### src/rtl/timer_pkg.sv
// Shared types and helpers for the countdown timer: digit width, FSM states
// and the preset digit clamp.
package timer_pkg;

    localparam int DIGIT_W = 4;

    typedef enum logic [1:0] {
        IDLE,
        RUN,
        PAUSED,
        EXPIRED
    } timer_state_e;

    // Out-of-range preset digits become the largest legal digit.
    function automatic logic [DIGIT_W-1:0] clampDigit(
        input logic [DIGIT_W-1:0] digit,
        input int                 modValue
    );
        if (int'(digit) >= modValue) begin
            return DIGIT_W'(modValue - 1);
        end
        return digit;
    endfunction

endpackage

### src/rtl/digit_down_count.sv
// One radix-MOD_VALUE down-counting digit. A decrement at zero wraps to the
// top digit value and raises borrow for the next digit up.
module digit_down_count #(
    parameter int MOD_VALUE = 10
) (
    input  logic       clk,
    input  logic       reset_n,
    input  logic       load,
    input  logic [3:0] load_value,
    input  logic       decrement,
    output logic [3:0] count,
    output logic       borrow
);
    import timer_pkg::*;

    localparam logic [3:0] MaxDigit = 4'(MOD_VALUE - 1);

    logic [3:0] count_q;
    logic [3:0] count_d;

    always_comb begin
        count_d = count_q;
        if (load) begin
            count_d = load_value;
        end else if (decrement) begin
            count_d = (count_q == 4'd0) ? MaxDigit : count_q - 4'd1;
        end
    end

    always_ff @(posedge clk or negedge reset_n) begin
        if (!reset_n) begin
            count_q <= 4'd0;
        end else begin
            count_q <= count_d;
        end
    end

    assign count  = count_q;
    assign borrow = decrement && (count_q == 4'd0);

endmodule

### src/rtl/countdown_timer.sv
// Multi-digit down-counting timer: loads a clamped preset, decrements once per
// tick while running and flags expiry when the count reaches zero.
module countdown_timer #(
    parameter int NUM_DIGITS = 4,
    parameter int MOD_VALUE  = 10
) (
    input  logic                  clk,
    input  logic                  reset_n,
    input  logic                  load,
    input  logic [4*NUM_DIGITS-1:0] preset,
    input  logic                  start,
    input  logic                  pause,
    input  logic                  tick,
    output logic [4*NUM_DIGITS-1:0] count,
    output logic                  running,
    output logic                  paused,
    output logic                  expired,
    output logic                  done_pulse
);
    import timer_pkg::*;

    localparam int W = DIGIT_W * NUM_DIGITS;

    timer_state_e          state_q;
    logic                  donePulse_q;
    logic [W-1:0]          presetClamped;
    logic [W-1:0]          countAll;
    logic [NUM_DIGITS-1:0] decrement;
    logic [NUM_DIGITS-1:0] borrow;
    logic                  runTick;
    logic                  countIsZero;
    logic                  countIsOne;
    logic                  unusedTopBorrow;

    assign countIsZero = (countAll == '0);
    assign countIsOne  = (countAll == W'(1));

    // The zero guard keeps the chain from ever borrowing out of the top digit.
    assign runTick = (state_q == RUN) && tick && !pause && !load && !countIsZero;

    genvar gi;
    generate
        for (gi = 0; gi < NUM_DIGITS; gi++) begin : g_digit
            assign presetClamped[gi*DIGIT_W +: DIGIT_W] =
                clampDigit(preset[gi*DIGIT_W +: DIGIT_W], MOD_VALUE);

            if (gi == 0) begin : g_lsd
                assign decrement[gi] = runTick;
            end else begin : g_upper
                assign decrement[gi] = borrow[gi-1] & runTick;
            end

            digit_down_count #(
                .MOD_VALUE(MOD_VALUE)
            ) u_digit (
                .clk       (clk),
                .reset_n   (reset_n),
                .load      (load),
                .load_value(presetClamped[gi*DIGIT_W +: DIGIT_W]),
                .decrement (decrement[gi]),
                .count     (countAll[gi*DIGIT_W +: DIGIT_W]),
                .borrow    (borrow[gi])
            );
        end
    endgenerate

    assign unusedTopBorrow = borrow[NUM_DIGITS-1];

    always_ff @(posedge clk or negedge reset_n) begin
        if (!reset_n) begin
            state_q     <= IDLE;
            donePulse_q <= 1'b0;
        end else begin
            donePulse_q <= 1'b0;
            if (load) begin
                state_q <= IDLE;
            end else begin
                case (state_q)
                    IDLE: begin
                        if (start) begin
                            if (countIsZero) begin
                                state_q     <= EXPIRED;
                                donePulse_q <= 1'b1;
                            end else begin
                                state_q <= RUN;
                            end
                        end
                    end
                    RUN: begin
                        if (pause) begin
                            state_q <= PAUSED;
                        end else if (tick && countIsOne) begin
                            state_q     <= EXPIRED;
                            donePulse_q <= 1'b1;
                        end
                    end
                    PAUSED: begin
                        if (start) begin
                            state_q <= RUN;
                        end
                    end
                    EXPIRED: begin
                        state_q <= EXPIRED;
                    end
                    default: begin
                        state_q <= IDLE;
                    end
                endcase
            end
        end
    end

    assign count      = countAll;
    assign running    = (state_q == RUN);
    assign paused     = (state_q == PAUSED);
    assign expired    = (state_q == EXPIRED);
    assign done_pulse = donePulse_q;

endmodule

### config.mk
export PLATFORM = sky130hd
export DESIGN_NAME = countdown_timer
export DESIGN_NICKNAME = d
export VERILOG_FILES = /design/src/rtl/timer_pkg.sv /design/src/rtl/digit_down_count.sv /design/src/rtl/countdown_timer.sv
export SDC_FILE = /design/constraint.sdc
export NUM_CORES = 1
export LEC_CHECK = 0
export BUFFER_PORTS_ARGS = -buffer_cell sky130_fd_sc_hd__buf_2
export CAP_MARGIN = 20
export CELL_PAD_IN_SITES_DETAIL_PLACEMENT = 0
export CELL_PAD_IN_SITES_GLOBAL_PLACEMENT = 1
export CORE_ASPECT_RATIO = 0.5
export CORE_MARGIN = 10
export CORE_UTILIZATION = 36
export CTS_CLUSTER_DIAMETER = 100
export DETAILED_ROUTE_END_ITERATION = 6
export GPL_ROUTABILITY_DRIVEN = 0
export HOLD_SLACK_MARGIN = 0.1
export MAX_ROUTING_LAYER = met4
export PLACE_DENSITY = 0.82
export SLEW_MARGIN = 0
export SYNTH_ARGS = -nofsm -noshare
export SYNTH_HDL_FRONTEND = slang
export SYNTH_SLANG_ARGS = --single-unit
### constraint.sdc
create_clock -name clk -period 2.16 [get_ports clk]
set_clock_uncertainty 0.15 [all_clocks]
set_input_delay 0.216 -clock clk [delete_from_list [all_inputs] [get_ports clk]]
set_output_delay 0.216 -clock clk [all_outputs]
set_load 0.01 [all_outputs]
==> summary.md, run 1 <==
| Metric | Value |
|---|---|
| Area contributors post-synth | dfrtp_1, o21ai_0, nor4_4 |
| Netlist Area Pre-Place | 0.00126 mm^2 |
| Post-CTS setup buffer count | 0 |
| DR vias/cell | 5.19 |
| Largest net degree at the start of global routing | 34 |
| RSZ-0062 raised after global routing | no |
| Remaining antenna violation count | 0 |
| Max_cap viols | 0 |
| Fmax | 494 MHz |
| Vias in the first global route | 1324 |
| Startpoint types | flip-flop |
| I/O Buffers | 41 |
| Global-route wire length before repair | 6.16 mm |
| Initial antenna violation count | 0 |
| Switch Pwr | 0.301 mW |
| Sink Count | 19 |
| Placed Cells | 229 |
| DIE WIDTH | 104 um |
| Final period util | 93.7% |
| Drt drc | 0 |
| Status | completed |
| Part of the power in the clock network | 28.3% |
| Pre-antenna DRT Iters | 4 |
| Layout Cells excl Fill | 249 |
| Synth warnings | 0 |
| Pwr/cell area | 535 mW/mm^2 |
| Die H | 61.8 um |
| Layout cells sized above 1 | 28.8% |
| Buf/Inv on CP | 0 |
| Final Setup Violations | 0 |
| Row count | 15 |
| Reg area | 475 um^2 |
| Total core area | 0.00340 mm^2 |
| Area of the multi-input gates | 751 um^2 |
| Top FF cell, synth | dfrtp_1 |
| Via count | 1293 |
| Pins over their slew limit | 0 |
| Peak supply drop | 0.227 mV |
| Area Growth Syn to Fin | 38.8% |
| Leading area contributor after synthesis | dfrtp_1 |
| # IOs | 42 |
| Top post-synthesis cells by count | dfrtp_1, o21ai_0, a21oi_1 |
| Total routed wirelength | 3.63 mm |
| Worst min-delay path category | in -> reg |
| CTS tree | done |
| TNS Setup | 0 ps |
| Grt total ovfl | 0 |
| Combinational fraction of design power | 24.7% |
| Initial DRC count | 66 |
| Clock Tree Buf Depth | 2 |
| Int Pwr | 0.634 mW |
| CP Capture Type | flip-flop |
| Avg Cell Area, Syn | 9.20 um^2 |
| Crit path time final | 2020 ps |
| H-tree depth | 1 |
| Hpwl dp | 2.60 mm |
| Flop pwr share | 46.9% |
| Final hold violations | 0 |
| Die area | 0.00641 mm^2 |
| Crit Path Max Fanout | 7 |
| Clock root buffer | clkbuf_8 |
| Post-synth EDFFs | 0 |
| Worst-margin pin slew | 551 ps |
| Pleak | 0.727 nW |
| Starting Density | 37.1% |
| CP delay by family, top | simple AND/OR/NAND/NOR gates |
| Total track usage | 12.0% |
| Switching Share | 32.2% |
| Fill count | 319 |
| Post-synth ARST share | 100% |
| Core Util, Final | 51.5% |
| WS Path Type | reg -> reg |
| Top cell type's share of synthesized area | 37.7% |
| Worst-Skew Late Latency | 270 ps |
| WL per Instance | 14.6 um |
| Mapped Cells | 137 |
| Critical Path, Cell by Cell | nor4_4 > nand4b_1 > o21a_1 > o31a_1 |
| CP required | 2170 ps |
| Critical-path top delay cell | nor4_4 |
| Slew margin rel. | 63.3% |
| Antenna cells | 0 |
| Sequential share of the synthesized area | 37.7% |
| Nets@finish | 221 |
| Most numerous cell in the Yosys netlist | dfrtp_1 |
| Worst-path clk slew | 80 ps |
| Syn Nets | 159 |
| CP arrival | 2040 ps |
| CTS buffer count | 3 |
| Synth cell types | 42 |
| CP max stage delay | 470 ps |
| #FFs+latches synth | 19 |
worst paths after layout:
path                                                    startpoint                                 endpoint  slack, ps  depth (start not counted)
min in group asynchronous                                  reset_n  g_digit[1].u_digit.count[3]$_DFFE_PN0P_        270                          2
hold / removal                                          preset[12]  g_digit[3].u_digit.count[0]$_DFFE_PN0P_        120                          3
setup reg to reg           g_digit[1].u_digit.count[0]$_DFFE_PN0P_  g_digit[3].u_digit.count[2]$_DFFE_PN0P_        140                          4
max in group asynchronous                                  reset_n  g_digit[0].u_digit.count[0]$_DFFE_PN0P_       1280                          2
hold reg to reg                             state_q[1]$_DFFE_PN0P_                     done_pulse$_DFF_PN0_        430                          1
setup / recovery           g_digit[1].u_digit.count[0]$_DFFE_PN0P_  g_digit[3].u_digit.count[2]$_DFFE_PN0P_        140                          4
layout by cell type (no fill, tap or decap), drive strengths merged, types with 4 or more instances in the layout:
| master | count |
|---|---|
| o21ai | 13 |
| inv | 5 |
| nor2 | 8 |
| dlygate4sd3 | 16 |
| o31ai | 4 |
| nand2 | 7 |
| nor3 | 6 |
| clkbuf | 4 |
| a21oi | 10 |
| nor4 | 7 |
| buf | 45 |
| dfrtp | 19 |
| nand2b | 4 |
| nor2b | 6 |
| o31a | 4 |
cells by family after synthesis:
logic type / share of synthesized area (%)
AND/OR/NAND/NOR: 33.0
buffers and inverters: 2.68
flip-flops: 37.7
AO/OA/AOI/OAI: 23.2
multiplexers: 3.38
registers in the layout (all words and copies together) (netlist names):
name,count
done_pulse,1
g_digit.u_digit.count,16
state_q,2
worst register-to-register path, cell delays in order, from the launching register on:
cell and delay [ps]:
dfrtp_1 440, nor4_4 470, nand4b_1 330, o21a_1 270, o31a_1 270
power groups by stage:
stage,Clock (mW),Combinational [mW],Sequential (mW)
detailed placement,0,0.210,0.446
CTS,0.269,0.233,0.439
finish,0.265,0.231,0.439
global route,0.284,0.261,0.447
floorplan,0,0.103,0.455
global placement,0,0.208,0.444
routing by layer:
layer  global-route usage (%)  part of all wire (%)  wire, um
met5                        -                     0         0
met3                     2.67                   4.7       171
met4                     3.34                  0.85        31
met1                     14.2                    45      1640
met2                     20.7                    49      1780
final cells by class:
cell class / instances / share of cell area, %
inverters: 5 / 1.07
flip-flops and latches: 19 / 27.2
repair buffers: 61 / 22.6
well taps: 51 / 3.65
multi-input cells: 109 / 42.9
clock buffers: 4 / 2.58
per-stage QoR:
stage	power, mW	hold slack (ps)	setup WS [ps]	instance area (um^2)
final	0.935	124	135	1750
after global placement	0.651	35.4	195	1540
after detailed placement	0.656	42.3	149	1540
after CTS	0.941	131	146	1750
after global routing	0.992	144	2.02	1750
after floorplan	0.557	-230	282	1260
repair_timing:
item,4_1_cts,5_1_grt
endpoints found under the hold margin,31,0
hold buffers,16,0
gates resized for setup,0,0
Note: power is estimated with default switching activity, not from simulation.
==> inputs of run 2 (changes only) <==
Settings changed: CORE_ASPECT_RATIO 0.5 to 0.9, SLEW_MARGIN 0 to unset.
==> run 2 against run 1 <==
Net effect:
- register-to-register slack got worse by 20 ps
- sequential share of layout area up 0.82 points
- clock power is 5% lower
- design area down 2.9%
- global-route usage down 0.62 points
- critical endpoint unchanged
- first-iteration DRC count rose by 7.6%
- setup slack lost 16 ps
- non-clock buffer count is 5 lower
==> summary.md, run 2 (synthesized netlist as in run 1, its figures left out) <==
| Metric | Value |
|---|---|
| Final hold violations | 0 (unchanged) |
| Status | completed (unchanged) |
| Vias in the first global route | 1299 (was 1324) |
| Starting Density | 37.3% (was 37.1%) |
| Pins over their slew limit | 0 (unchanged) |
| Total core area | 0.00338 mm^2 (was 0.00340 mm^2) |
| Worst-margin pin slew | 542 ps (was 551 ps) |
| Max reg flops | 16 (unchanged) |
| CP Capture Type | flip-flop (unchanged) |
| Worst-path clk slew | 80 ps (about the same) |
| Hpwl dp | 2.62 mm (was 2.60 mm) |
| Global-route wire length before repair | 5.82 mm (was 6.16 mm) |
| Initial DRC count | 71 (was 66) |
| Post-CTS setup buffer count | 0 (unchanged) |
| Sink Count | 19 (unchanged) |
| DR vias/cell | 5.62 (was 5.19) |
| Total track usage | 11.4% (was 12.0%) |
| Max_cap viols | 0 (unchanged) |
| TNS Setup | 0 ps (unchanged) |
| Initial antenna violation count | 0 (unchanged) |
| Nets@finish | 216 (was 221) |
| Layout cells sized above 1 | 29.5% (was 28.8%) |
| Peak supply drop | 0.458 mV (was 0.227 mV) |
| Total routed wirelength | 3.54 mm (was 3.63 mm) |
| WS Path Type | reg -> reg (unchanged) |
| Remaining antenna violation count | 0 (unchanged) |
| Worst-Skew Late Latency | 260 ps (was 270 ps) |
| Fmax | 490 MHz (was 494 MHz) |
| Most frequent cells in the layout | buf_2, dfrtp_1, o21ai_0, dlygate4sd3_1, a21oi_1 (was buf_2, dfrtp_1, dlygate4sd3_1, o21ai_0, a21oi_1) |
| Area Growth Syn to Fin | 34.8% (was 38.8%) |
| Core Util, Final | 50.3% (was 51.5%) |
| H-tree depth | 1 (unchanged) |
| Row count | 20 (was 15) |
| Fill count | 325 (was 319) |
| # IOs | 42 (unchanged) |
| CP required | 2160 ps (was 2170 ps) |
| CTS tree | done (unchanged) |
| Clock Tree Buf Depth | 2 (unchanged) |
| Die H | 76.1 um (was 61.8 um) |
| Clock root buffer | clkbuf_8 (unchanged) |
| Grt total ovfl | 0 (unchanged) |
| CTS buffer count | 3 (unchanged) |
| Final period util | 94.5% (was 93.7%) |
| Startpoint types | flip-flop (unchanged) |
| CP arrival | 2040 ps (about the same) |
| DIE WIDTH | 82.4 um (was 104 um) |
| Most common cell after layout, fill and taps aside | buf_2 (unchanged) |
| Slew margin rel. | 63.9% (was 63.3%) |
| Final Setup Violations | 0 (unchanged) |
| Pwr/cell area | 541 mW/mm^2 (was 535 mW/mm^2) |
| Largest net degree at the start of global routing | 34 (unchanged) |
| Crit Path Max Fanout | 7 (unchanged) |
| I/O Buffers | 41 (unchanged) |
| WL per Instance | 14.9 um (was 14.6 um) |
| Pleak | 0.707 nW (was 0.727 nW) |
| Crit path time final | 2040 ps (was 2020 ps) |
| Pre-antenna DRT Iters | 4 (unchanged) |
| Antenna cells | 0 (unchanged) |
| Drt drc | 0 (unchanged) |
| Worst min-delay path category | in -> reg (unchanged) |
| Minimum hold slack | 107 ps (was 124 ps) |
| Die area | 0.00627 mm^2 (was 0.00641 mm^2) |
| Via count | 1332 (was 1293) |
| Pwr Total | 0.918 mW (was 0.935 mW) |
## run 2: cell types whose count changed in the layout (fill, tap and decap cells not counted), sizes merged
cell / previous run / this run
dlygate4sd3: 16 / 12
buf: 45 / 44
## run 2: per-stage QoR
step	cell area [um^2]	std cells	setup WS, ps
floorplan	1260	137	282
global placement	1530	221	203
detailed placement	1530	221	136
CTS	1690	237	119
global route	1700	237	-9.48
finish	1700	237	119
## run 2: power breakdown
group | switching [mW] | internal, mW | leakage, nW
logic | 0.115 | 0.111 | 0.457
registers | 0.0537 | 0.386 | 0.228
clock network | 0.121 | 0.131 | 0.0228
total | 0.289 | 0.629 | 0.707
## run 2: path summary, 6_finish.rpt
| path | cells past startpoint | to | slack, ps | startpoint |
|---|---|---|---|---|
| worst max-delay path | 4 | g_digit[3].u_digit.count[2]$_DFFE_PN0P_ | 120 | g_digit[1].u_digit.count[0]$_DFFE_PN0P_ |
| worst min-delay path | 3 | g_digit[0].u_digit.count[3]$_DFFE_PN0P_ | 110 | preset[3] |
| worst max register to register | 4 | g_digit[3].u_digit.count[2]$_DFFE_PN0P_ | 120 | g_digit[1].u_digit.count[0]$_DFFE_PN0P_ |
| worst min register to register | 1 | done_pulse$_DFF_PN0_ | 420 | state_q[1]$_DFFE_PN0P_ |
| max in group asynchronous | 2 | g_digit[1].u_digit.count[1]$_DFFE_PN0P_ | 1260 | reset_n |
| min in group asynchronous | 2 | g_digit[3].u_digit.count[3]$_DFFE_PN0P_ | 280 | reset_n |
## run 2: worst max-delay path: stages, from the launching register on
cell	delay, ps
dfrtp_1	450
nor4_4	460
nand4b_1	320
o21a_1	270
o31a_1	270
## run 2: final cells by class
class                      instances  area [um^2]  area share, %
clock buffer                       4         45.0           2.65
inverter                           5         18.8           1.11
multi-input combinational        109          756           44.5
sequential                        19          475           28.0
tap                               44         55.1           3.24
timing repair buffer              56          348           20.5
## run 2: repair_timing
action / in CTS / in global routing
hold buffers: 12 / 0
gates resized for setup: 0 / 1
setup endpoints to repair: 0 / 1
hold endpoints to repair: 28 / 0
## run 2: routing by layer
layer,track usage [%],share of wire (%),vias to the layer above,routed length [um]
met4,2.04,0.65,0,23
met5,-,0,-,0
met3,4.01,10,4,357
met2,17.0,45,56,1600
li1,-,-,640,-
met1,14.5,44,632,1550
==> inputs of run 3 (changes only) <==
Settings changed: CORE_UTILIZATION 36 to 37, SYNTH_HIERARCHICAL set to 1.
==> run 3 against run 2 <==
Net effect:
- the flow now finishes with violations (setup timing)
- critical path depth rose by 15
- total power grew 7.0%
- routed wire length is 12% higher
- core utilization grew 11 points
- setup slack worse by 1300 ps
- global-route usage rose by 1.6 points
- register-to-register slack lost 1300 ps
- via count about the same
- non-clock buffer count grew 31
- critical endpoint is now g_digit[3].u_digit/count[2]$_DFFE_PN0P_
- largest cell class unchanged
==> summary.md, run 3 <==
| Metric | Value |
|---|---|
| Hpwl dp | 3.02 mm (was 2.62 mm) |
| Starting Density | 38.9% (was 37.3%) |
| Minimum hold slack | 113 ps (was 107 ps) |
| Peak supply drop | 0.189 mV (was 0.458 mV) |
| Total core area | 0.00343 mm^2 (was 0.00338 mm^2) |
| Row count | 20 (unchanged) |
| Die H | 76.9 um (was 76.1 um) |
| Grt total ovfl | 0 (unchanged) |
| Crit Path Max Fanout | 3 (was 7) |
| Pre-antenna DRT Iters | 3 (was 4) |
| Worst-margin pin slew | 432 ps (was 542 ps) |
| Fill count | 286 (was 325) |
| RSZ-0062 raised after global routing | yes |
| Critical-path top delay cell | dfrtp_1 (was nor4_4) |
| Die area | 0.00641 mm^2 (was 0.00627 mm^2) |
| Failing checks | setup timing |
| Max_cap viols | 0 (unchanged) |
| Initial DRC count | 31 (was 71) |
| CP arrival | 3340 ps (was 2040 ps) |
| Clock Tree Buf Depth | 2 (unchanged) |
| Status | finished with violations (was completed) |
| Drt drc | 0 (unchanged) |
| Final period util | 155% (was 94.5%) |
| Layout cells sized above 1 | 50.7% (was 29.5%) |
| Total routed wirelength | 3.95 mm (was 3.54 mm) |
| H-tree depth | 1 (unchanged) |
| CP Capture Type | flip-flop (unchanged) |
| Startpoint types | flip-flop (unchanged) |
| Worst min-delay path category | in -> reg (unchanged) |
| Most common cell after layout, fill and taps aside | buf_2 (unchanged) |
| DR vias/cell | 4.88 (was 5.62) |
| Pwr Total | 0.982 mW (was 0.918 mW) |
| Largest net degree at the start of global routing | 36 (was 34) |
| Critical Path, Cell by Cell | nand2b_4 > nor4b_4 > o21ai_2 > inv_2 > nor4b_4 > nor2b_1 > inv_1 > nor2_2 > nor4b_4 > nor2b_1 > inv_1 > nor2_2 > nor4b_4 > nor2b_4 > inv_2 > nor2_4 > nor3b_4 > mux2i_1 > o21ai_1 (was nor4_4 > nand4b_1 > o21a_1 > o31a_1) |
| TNS Setup | -7720 ps (was 0 ps) |
| I/O Buffers | 41 (unchanged) |
| Crit path time final | 3360 ps (was 2040 ps) |
| Placed Cells | 255 (was 221) |
| Netlist Area Pre-Place | 0.00133 mm^2 (was 0.00126 mm^2) |
| Pins over their slew limit | 0 (unchanged) |
| CTS tree | done (unchanged) |
| Pwr/cell area | 467 mW/mm^2 (was 541 mW/mm^2) |
| Slew margin rel. | 71.2% (was 63.9%) |
| Fmax | 298 MHz (was 490 MHz) |
| WS Path Type | reg -> reg (unchanged) |
| CP Launch Point | state_q[1]$_DFFE_PN0P_ (was g_digit[1].u_digit.count[0]$_DFFE_PN0P_) |
| Min-delay src | preset[0] (was preset[3]) |
| Remaining antenna violation count | 0 (unchanged) |
| # IOs | 42 (unchanged) |
| Final Setup Violations | 11 (was 0) |
| Worst-path clk slew | 70 ps (was 80 ps) |
| Max reg flops | 16 (unchanged) |
| Most frequent cells in the layout | buf_2, buf_4, nor2b_1, dfrtp_1, nand2_1 (was buf_2, dfrtp_1, o21ai_0, dlygate4sd3_1, a21oi_1) |
| DIE WIDTH | 83.3 um (was 82.4 um) |
| RR Startpoint | state_q[1]$_DFFE_PN0P_ (was g_digit[1].u_digit.count[0]$_DFFE_PN0P_) |
| Initial antenna violation count | 0 (unchanged) |
| Reg area | 482 um^2 (was 475 um^2) |
| Vias in the first global route | 1530 (was 1299) |
| Setup WS post-layout | -1200 ps (was 119 ps) |
| Pleak | 0.917 nW (was 0.707 nW) |
| Avg Cell Area, Syn | 9.32 um^2 (was 9.20 um^2) |
| Via count | 1333 (was 1332) |
| Worst-Skew Late Latency | 250 ps (was 260 ps) |
| Final hold violations | 0 (unchanged) |
| Clock root buffer | clkbuf_8 (unchanged) |
| Area Growth Syn to Fin | 57.7% (was 34.8%) |
| Global-route wire length before repair | 6.96 mm (was 5.82 mm) |
| Sink Count | 19 (unchanged) |
| Syn Nets | 165 (was 159) |
| Area of the multi-input gates | 922 um^2 (was 756 um^2) |
| Layout Cells excl Fill | 273 (was 237) |
| Nets@finish | 252 (was 216) |
| Worst R2R Setup Slack | -1200 ps (was 120 ps) |
| WL per Instance | 14.5 um (was 14.9 um) |
| Total track usage | 13.0% (was 11.4%) |
| Mapped Cells | 143 (was 137) |
| CP max stage delay | 390 ps (was 460 ps) |
| Most common cell on crit path | nor4b_4 |
| CP required | 2140 ps (was 2160 ps) |
| CTS buffer count | 3 (unchanged) |
| Synth warnings | 6 (was 0) |
| Antenna cells | 0 (unchanged) |
| DP Worst Slack | -1210 ps (was 136 ps) |
==> run 3: cell type report <==
cell class / instances / share of cell area, %
clock buffers: 4 / 2.14
repair buffers: 87 / 27.6
multi-input cells: 114 / 43.9
inverters: 5 / 0.893
well taps: 44 / 2.62
flip-flops and latches: 19 / 22.9
==> run 3: worst max-delay path, delay by kind of cell (launching register included) <==
kind,cells,cell delay [ps]
buffers and inverters,4,220
DFF,1,390
muxes,1,210
and+or+nand+nor,12,2100
AOI/OAI and AO/OA,2,170
==> run 3: repair_timing <==
item	CTS	global route
gates cloned	0	0
endpoints found under the hold margin	26	0
gates resized for setup	13	9
endpoints found under the setup margin	11	15
hold buffers	7	0
pin swaps	7	6
buffers inserted	19	3
==> run 3: final timing paths <==
path	to	depth (start not counted)
worst max-delay path	g_digit[3].u_digit/count[2]$_DFFE_PN0P_	19
worst min-delay path	g_digit[0].u_digit/count[0]$_DFFE_PN0P_	4
worst max register to register	g_digit[3].u_digit/count[2]$_DFFE_PN0P_	19
worst min register to register	done_pulse$_DFF_PN0_	3
max in group asynchronous	g_digit[1].u_digit/count[1]$_DFFE_PN0P_	2
min in group asynchronous	done_pulse$_DFF_PN0_	2
==> run 3: stage by stage <==
stage | utilization (%) | instance area [um^2]
2_1_floorplan | - | 1370
3_5_place_dp | 53.6 | 1840
5_1_grt | 61.3 | 2100
6_report | 61.3 | 2100
4_1_cts | 62.3 | 2140
3_3_place_gp | 53.6 | 1840
==> run 3: routing by layer <==
layer / routed length (um) / track usage, % / vias up / part of all wire [%]
met3: 108 / 2.32 / 2 / 2.7
met5: 0 / - / - / 0
li1: - / - / 669 / -
met4: 17 / 2.72 / 0 / 0.43
met2: 2030 / 23.1 / 28 / 51
met1: 1790 / 14.8 / 634 / 45
==> run 3: report_power, final <==
group	switching (mW)	leakage [nW]	internal [mW]	total, mW
logic	0.163	0.664	0.155	0.318
registers	0.0274	0.230	0.387	0.414
clock network	0.119	0.0228	0.131	0.250
total	0.309	0.917	0.673	0.982
